<file path="src/rtl/mult_acc_pkg.sv">
// Shared definitions for the multiply-accumulate stage: default widths, state
// encoding and the signed 32-bit clamp limits used by the MULT_ACC_SAT_EN build.
package mult_acc_pkg;

  localparam int ACC_W_DEF = 40;
  localparam int CNT_W_DEF = 8;

  typedef enum logic [1:0] {
    IDLE = 2'd0,
    ACC  = 2'd1,
    HOLD = 2'd2
  } state_e;

  localparam logic signed [31:0] SAT_MAX = 32'sh7FFF_FFFF;
  localparam logic signed [31:0] SAT_MIN = 32'sh8000_0000;

endpackage

</file>
<file path="src/rtl/mult_acc_sat.sv">
// Combinational clamp of a wide signed sum to the signed 32-bit range,
// sign-extended back to ACC_W; sat flags that clamping happened.
module mult_acc_sat
  import mult_acc_pkg::*;
#(
  parameter int ACC_W = ACC_W_DEF
) (
  input  logic [ACC_W-1:0] acc_in,
  output logic [ACC_W-1:0] acc_out,
  output logic             sat
);

  // The value fits in 32 signed bits iff bits [ACC_W-1:31] are all equal.
  logic fits;
  assign fits = (&acc_in[ACC_W-1:31]) || !(|acc_in[ACC_W-1:31]);

  always_comb begin
    // NOTE: every output of a combinational block gets a default first, so no path leaves it unassigned and infers a latch.
    acc_out = acc_in;
    sat     = 1'b0;
    if (!fits) begin
      sat     = 1'b1;
      acc_out = acc_in[ACC_W-1] ? {{(ACC_W-32){SAT_MIN[31]}}, SAT_MIN}
                                : {{(ACC_W-32){SAT_MAX[31]}}, SAT_MAX};
    end
  end

endmodule

</file>
<file path="src/rtl/mult_acc_stage.sv">
// Frame accumulator for signed 32-bit multiplier products with valid/ready on
// both sides. Define MULT_ACC_SAT_EN to clamp the presented sum to signed 32 bits.
module mult_acc_stage
  import mult_acc_pkg::*;
#(
  parameter int ACC_W = ACC_W_DEF,
  parameter int CNT_W = CNT_W_DEF
) (
  input  logic             sys_clk,
  input  logic             sys_rst_n,
  input  logic             clr,
  input  logic             in_valid,
  output logic             in_ready,
  input  logic [31:0]      in_prod,
  input  logic             in_last,
  output logic             out_valid,
  input  logic             out_ready,
  output logic [ACC_W-1:0] out_acc,
  output logic [CNT_W-1:0] out_cnt,
  output logic             out_trunc,
  output logic             out_sat
);

  // Count value at which the current accept is the MAX_TERMS-th term.
  localparam logic [CNT_W-1:0] CNT_LAST = {{(CNT_W-1){1'b1}}, 1'b0};

  state_e           state_q, state_d;
  logic [ACC_W-1:0] acc_q, acc_d;
  logic [CNT_W-1:0] cnt_q, cnt_d;
  logic             out_valid_q, out_valid_d;
  logic [ACC_W-1:0] out_acc_q, out_acc_d;
  logic [CNT_W-1:0] out_cnt_q, out_cnt_d;
  logic             out_trunc_q, out_trunc_d;
  logic             out_sat_q, out_sat_d;

  logic [ACC_W-1:0] sum;
  logic [ACC_W-1:0] res_acc;
  logic             res_sat;
  logic             accept;
  logic             close;

  assign sum      = acc_q + {{(ACC_W-32){in_prod[31]}}, in_prod};
  assign in_ready = (state_q != HOLD) && !clr;
  assign accept   = in_valid && in_ready;
  assign close    = accept && (in_last || (cnt_q == CNT_LAST));

`ifdef MULT_ACC_SAT_EN
  mult_acc_sat #(.ACC_W(ACC_W)) u_sat (
    .acc_in  (sum),
    .acc_out (res_acc),
    .sat     (res_sat)
  );
`else
  assign res_acc = sum;
  assign res_sat = 1'b0;
`endif

  always_comb begin
    state_d     = state_q;
    acc_d       = acc_q;
    cnt_d       = cnt_q;
    out_valid_d = out_valid_q;
    out_acc_d   = out_acc_q;
    out_cnt_d   = out_cnt_q;
    out_trunc_d = out_trunc_q;
    out_sat_d   = out_sat_q;
    case (state_q)
      HOLD: begin
        // clr is ignored here: the pending result survives until taken.
        if (out_ready) begin
          out_valid_d = 1'b0;
          state_d     = IDLE;
        end
      end
      default: begin
        if (clr) begin
          acc_d   = '0;
          cnt_d   = '0;
          state_d = IDLE;
        end else if (close) begin
          out_acc_d   = res_acc;
          out_cnt_d   = cnt_q + 1'b1;
          out_trunc_d = !in_last;
          out_sat_d   = res_sat;
          out_valid_d = 1'b1;
          acc_d       = '0;
          cnt_d       = '0;
          state_d     = HOLD;
        end else if (accept) begin
          acc_d   = sum;
          cnt_d   = cnt_q + 1'b1;
          state_d = ACC;
        end
      end
    endcase
  end

  always_ff @(posedge sys_clk or negedge sys_rst_n) begin
    if (!sys_rst_n) begin
      state_q     <= IDLE;
      acc_q       <= '0;
      cnt_q       <= '0;
      out_valid_q <= 1'b0;
      out_acc_q   <= '0;
      out_cnt_q   <= '0;
      out_trunc_q <= 1'b0;
      out_sat_q   <= 1'b0;
    end else begin
      // NOTE: sequential state uses non-blocking assignments so every flop samples pre-edge values.
      state_q     <= state_d;
      acc_q       <= acc_d;
      cnt_q       <= cnt_d;
      out_valid_q <= out_valid_d;
      out_acc_q   <= out_acc_d;
      out_cnt_q   <= out_cnt_d;
      out_trunc_q <= out_trunc_d;
      out_sat_q   <= out_sat_d;
    end
  end

  assign out_valid = out_valid_q;
  assign out_acc   = out_acc_q;
  assign out_cnt   = out_cnt_q;
  assign out_trunc = out_trunc_q;
  assign out_sat   = out_sat_q;

endmodule
</file>
<file path="config.mk">
export PLATFORM = sky130hd
export DESIGN_NAME = mult_acc_stage
export DESIGN_NICKNAME = d
export VERILOG_FILES = /design/src/rtl/mult_acc_pkg.sv /design/src/rtl/mult_acc_sat.sv /design/src/rtl/mult_acc_stage.sv
export SDC_FILE = /design/constraint.sdc
export NUM_CORES = 1
export LEC_CHECK = 0
export ABC_AREA = 1
export BUFFER_PORTS_ARGS = -buffer_cell sky130_fd_sc_hd__buf_2
export CAP_MARGIN = 20
export CORE_ASPECT_RATIO = 2
export CORE_MARGIN = 2
export CORE_UTILIZATION = 28
export CTS_CLUSTER_DIAMETER = 150
export DETAILED_ROUTE_END_ITERATION = 8
export PLACE_DENSITY = 0.45
export RECOVER_POWER = 25
export SLEW_MARGIN = 0
export SYNTH_ARGS = -nofsm -noshare
export SYNTH_HDL_FRONTEND = slang
export SYNTH_HIERARCHICAL = 1
export SYNTH_SLANG_ARGS = --single-unit
</file>
<file path="constraint.sdc">
create_clock -name sys_clk -period 2.4 [get_ports sys_clk]
set_input_delay 0.6 -clock sys_clk [delete_from_list [all_inputs] [get_ports sys_clk]]
set_output_delay 0.6 -clock sys_clk [all_outputs]
set_load 0.1 [all_outputs]
</file>
==> flow_metrics.tcl, run 1 <==
set metrics [dict create \
    path_class "flip-flop to flip-flop" \
    core_area_mm2 0.0242 \
    synth_commonest_cells "nand2_1, inv_1, dfrtp_1, nand3_1, nor2_1" \
    grt.total_usage_pct 16.9 \
    postCtsSetupRepairBufs 0 \
    port_buffers 88 \
    cts.clk_slew.worst_paths_ns 0.07 \
    drc 0 \
    seqCellArea_mm2 0.00250 \
    outcome "complete, but fails checks" \
    synthMostInstantiatedCell "nand2_1" \
    syn_area_mm2 0.00685 \
    grt_overflow_total 0 \
    synth_top_area_share_pct 36.5 \
    hold_viol_final 0 \
    synth.area.top_cells "dfrtp_1, nand2_1, inv_1" \
    ant_nets 0 \
    sequentialPowerShare_pct 27.5 \
    relSlewSlack_pct -29.9 \
    switching_share_pct 53.2 \
    fp.dieH_um 225 \
    place_ws_ns -0.0505 \
    fin_crit_sh_pct 87.6 \
    switchingPower_mw 4.41 \
    worst_pin_slew_ns 1.95 \
    p_leak_nw 4.79 \
    io_pins 90 \
    cp.required_ns 2.67 \
    rsz0062_at_grt "false" \
    ir_drop_mv 0.633 \
    finalWirelength_mm 20.3 \
    synth_edf_count 0 \
    max-clock-path-buffers 2 \
    wl_per_cell_um 14.0 \
    grt_pass1_vias 6707 \
    hpwl_mm 16.0 \
    htree_levels 3 \
    ys_types 32 \
    power_mw 8.28 \
    initial_core_util_pct 28.3 \
    fin_ws_ns 0.298 \
    cp_data_arrival_time_ns 2.38 \
    die_area_mm2 0.0258 \
    viasPerCell 4.50 \
    fin_crit_ns 2.10 \
    worstSkewPairLatency_ns 0.38 \
    hold_buffers 0 \
    ys_seq_area_share_pct 36.5 \
    min_path_type "primary input to flip-flop" \
    rows 81 \
    synth-seq-cells 100 \
    fin_tns_setup_ns 0 \
    critPathLaunchType "flip-flop" \
    die_x_um 115 \
    area_growth_pct 20.4 \
    drtIter0Drc 299 \
    post-place-cells 1434 \
    synth_top_area_cell "dfrtp_1" \
    critPathMaxFanout 4 \
    p_per_area_mw_per_mm2 1000 \
    combPwrFrac_pct 54.8 \
    syn-num-nets 1109 \
    drive_gt1_share_pct 15.3 \
    netlist_instances 1029 \
    grt_start_max_net_pins 40 \
    skew_ns 0.0126 \
    clock_sinks 100 \
    root_buffer "clkbuf_16" \
    syn_avg_cell_area_um2 6.66 \
    violations "capacitance limit, slew limit" \
    drt_first_pass_iters 5 \
    max_freq_ghz 0.476 \
    slew_viol_final 31 \
    fin_cells 1450 \
    maxCapViolations 1 \
    cts_tree "yes" \
    fin_nets 1235 \
    ctsResizeCount 0 \
    antenna_found_initial 0 \
    clockPowerShare_pct 17.7 \
    synthArstFlopShare_pct 100 \
    setup_viol 0 \
    n_fill_cell 2674 \
    vias 6532 \
    intPower_mw 3.87 \
    num_antenna_cells 0 \
    yosysWarningCount 6 \
    ys.flop_type "dfrtp_1" \
    grt_pass1_wl_mm 34.0 \
    multi_input_area_mm2 0.00372 \
    cts_buffers 9 \
    gp_congestion 0.887 \
    worst_setup_path_end_kind "flip-flop" \
]
[layout make-up]
class                   instances  share of cell area (%)
clock buffers                  10                    2.90
clock inverters                 6                   0.561
inverters                     143                    6.50
multi-input cells             766                    45.1
flip-flops and latches        100                    30.3
well taps                     290                    4.40
repair buffers                135                    10.2
[sequential cells by signal (all words and copies together), names as in the netlist]
| name | flops |
|---|---|
| cnt_q | 8 |
| acc_q | 40 |
| state_q | 2 |
| out_cnt | 8 |
| out_trunc | 1 |
| out_valid | 1 |
| out_acc | 40 |
[placed cells by master (no fill, tap or decap), types with 8 or more instances in the layout]
cell / synthesis / routed
buf_4: 1 / 43
ha_1: 41 / 41
a21oi_1: 32 / 32
nand3b_1: 8 / 8
clkbuf_16: 0 / 9
xnor2_1: 10 / 10
nand3_1: 72 / 72
buf_2: 9 / 87
o21ai_0: 50 / 50
nand2_1: 428 / 428
xor2_1: 12 / 12
nor2_1: 71 / 71
inv_1: 140 / 140
nand2_2: 10 / 10
dfrtp_1: 100 / 100
[worst paths after layout]
| check | cells past startpoint | start | to | slack, ns |
|---|---|---|---|---|
| min | 2 | in_last | out_trunc | 0.43 |
| min reg2reg | 2 | out_acc[38] | out_acc[38] | 0.48 |
| max | 15 | acc_q[0] | out_acc[24] | 0.30 |
| min in group asynchronous | 1 | sys_rst_n | cnt_q[4] | 0.76 |
| max reg2reg | 15 | acc_q[0] | out_acc[24] | 0.30 |
| max in group asynchronous | 1 | sys_rst_n | out_acc[2] | 0.53 |
[metal layers]
metal	part of all wire (%)	up-vias	GRT usage (%)
met3	3.7	22	3.01
met4	1.8	0	5.94
met2	46	108	27.9
met5	0	-	0
li1	-	3442	-
met1	48	2960	22.0
[through the flow]
step,area [um^2],hold WS (ns),utilization (%)
2_1_floorplan,6850,0.304,-
4_1_cts,8260,0.159,34.1
3_3_place_gp,7970,0.455,32.9
5_1_grt,8250,0.422,34.1
6_report,8250,0.429,34.1
3_5_place_dp,7970,0.460,32.9
[worst max-delay path: stages, from the launching register on]
cell     delay [ns]
dfrtp_1        0.35
ha_1           0.18
inv_1          0.06
fa_1           0.37
inv_1          0.09
nand3_1        0.09
nand2_2        0.11
nand2_1        0.07
nand2_2        0.09
nand3_1        0.08
nand2_1        0.15
nand2_1        0.12
nand2_1        0.07
nand2_1        0.06
nand3_1        0.07
nand2_1        0.05
[power by group through the flow]
stage	Sequential, mW	Clock (mW)	Combinational (mW)
5_1_grt	2.34	1.58	4.92
4_1_cts	2.29	1.55	4.58
2_1_floorplan	4.17	0	1.57
3_3_place_gp	2.31	0	4.56
3_5_place_dp	2.31	0	4.57
6_report	2.28	1.47	4.53
[kinds of logic after synthesis]
| logic type | count (synthesis) | synth area share (%) |
|---|---|---|
| AND/OR/NAND/NOR | 608 | 36.5 |
| AO/OA/AOI/OAI | 93 | 7.23 |
| other | 1 | 0.0547 |
| XOR/XNOR | 22 | 2.81 |
| flip-flops | 100 | 36.5 |
| adder cells (fa/ha/maj) | 42 | 7.78 |
| buffers and inverters | 163 | 9.15 |
(Power assumes the default switching activity.)
==> run 2: changes to the inputs <==
CTS_BUF_LIST = sky130_fd_sc_hd__clkbuf_4   (was not set)
CTS_CLUSTER_DIAMETER = not set   (was 150)
CTS_CLUSTER_SIZE = 20   (was not set)
==> run 2 against run 1 <==
Against the previous run: highest routed layer unchanged; wire length barely moved; via count fell by 0.49%; sequential share of layout area rose by 0.62 points; the run now ends clean; largest power group unchanged; critical path type is now flip-flop to output pin; sequential power barely moved; count of clock-buffer cells in the layout fell by 1; cell count rose by 0.21%; largest cell class unchanged.
==> flow_metrics.tcl, run 2 (synthesis gave the netlist of run 1 again) <==
set metrics [dict create \
    dpl_cell_area_mm2 0.00797 \
    gp_congestion 0.887 \
    wl_met2_mm 9.42 \
    clockPowerShare_pct 11.4 \
    cts.clk_slew.worst_paths_ns 0.17 \
    critPathLaunchType "flip-flop" \
    drt_first_pass_iters 6 \
    dr_wl_met3_um 709 \
    relSlewSlack_pct 42.3 \
    ir_drop_mv 0.633 \
    p_per_area_mw_per_mm2 950 \
    combPwrFrac_pct 59.0 \
    viasPerCell 4.47 \
    hpwl_mm 16.0 \
    switchingPower_mw 4.34 \
    worstReg2RegEnd "out_acc[30]" \
    rows 81 \
    port_buffers 88 \
    cp_data_arrival_time_ns 1.61 \
    intPower_mw 3.34 \
    p_leak_nw 4.71 \
    vias 6500 \
    cp.required_ns 1.80 \
    fin_ws_ns 0.190 \
    initial_core_util_pct 28.3 \
    reg2reg_depth 15 \
    most-common-layout-cells "nand2_1, inv_1, dfrtp_1" \
    fin_crit_sh_pct 92.1 \
    clock_sinks 100 \
    fin_tns_setup_ns 0 \
    cts_buffers 9 \
    fin_crit_ns 2.21 \
    switching_share_pct 56.5 \
    hold_buffers 1 \
    ant_nets 0 \
    fp.dieH_um 225 \
    grt_overflow_total 0 \
    final_util_pct 33.4 \
    rrSetupSlack_ns 0.29 \
    critPathMaxFanout 3 \
    root_buffer "clkbuf_4" \
    holdWs_ns 0.232 \
    finalWirelength_mm 20.3 \
    outcome "finished, final reports clean" \
    cts_tree "yes" \
    grt_pass1_vias 6671 \
    grt_pass1_wl_mm 33.8 \
    highest_layer "met4" \
    hold_viol_final 0 \
    maxCapViolations 0 \
    die_area_mm2 0.0258 \
    worst_setup_path_end_kind "output pin" \
    skew_ns 0.0265 \
    core_area_mm2 0.0242 \
    rsz0062_at_grt "false" \
    worst_pin_slew_ns 0.866 \
    place_ws_ns -0.0505 \
    die_x_um 115 \
    slew_viol_final 0 \
    r2r-start "acc_q[0]" \
    n_fill_cell 2691 \
    drtIter0Drc 349 \
    grt.total_usage_pct 16.8 \
    drc 0 \
    grt_start_max_net_pins 40 \
    max_freq_ghz 0.452 \
    path_class "flip-flop to output pin" \
    max-clock-path-buffers 2 \
    endpoint "in_ready" \
    fin_nets 1236 \
    wl_per_cell_um 14.0 \
    setup_viol 0 \
    design_area_mm2 0.00809 \
    antenna_found_initial 1 \
    htree_levels 3 \
    min_path_type "primary input to flip-flop" \
    worstSkewPairLatency_ns 0.56 \
    sequentialPowerShare_pct 29.6 \
    met1_length_mm 9.79 \
    drive_gt1_share_pct 15.3 \
    layout_commonest_cell "nand2_1" \
    ctsResizeCount 0 \
    area_growth_pct 18.0 \
    crit_path_start "state_q[1]" \
    postCtsSetupRepairBufs 0 \
    io_pins 90 \
]
==> run 2: critical path, cell delays in order (launching register included) <==
cell	delay [ns]
dfrtp_1	0.41
inv_1	0.06
nor2_2	0.04
nor2_2	0.10
buf_2	0.44
==> run 2: area by class of cell <==
| class | count | area (um^2) | share of cell area (%) |
|---|---|---|---|
| repair buffers | 136 | 838 | 10.4 |
| clock inverters | 7 | 50.0 | 0.619 |
| well taps | 290 | 363 | 4.49 |
| multi-input cells | 766 | 3720 | 46.1 |
| diodes | 2 | 5.00 | 0.0619 |
| flip-flops and latches | 100 | 2500 | 30.9 |
| clock buffers | 9 | 67.6 | 0.835 |
| inverters | 143 | 537 | 6.64 |
==> run 2: power by group through the flow <==
stage	combinational (mW)	sequential [mW]	clock, mW
2_1_floorplan	1.57	4.17	0
3_3_place_gp	4.56	2.31	0
3_5_place_dp	4.57	2.31	0
4_1_cts	4.59	2.28	0.932
5_1_grt	4.92	2.33	0.985
6_report	4.53	2.27	0.875
==> run 2: worst min-delay path by stage <==
stage / from / depth (start not counted) / end / slack, ns
after global routing: in_last / 2 / out_trunc / 0.19
after floorplan: sys_rst_n / 0 / acc_q[0] / 0.30
final: in_last / 2 / out_trunc / 0.23
after global placement: state_q[1] / 2 / state_q[1] / 0.45
after CTS: in_last / 2 / out_trunc / 0.19
after detailed placement: state_q[1] / 2 / state_q[1] / 0.46
==> run 2: per-layer routing <==
layer,global-route usage (%),up-vias
li1,-,3442
met3,2.69,22
met2,27.6,106
met4,5.63,0
met5,0,-
met1,22.2,2930
==> run 2: through the flow <==
stage               instances  power, mW
finish                   1453       7.68
global route             1452       8.24
CTS                      1451       7.80
floorplan                1029       5.74
global placement         1434       6.87
detailed placement       1434       6.88
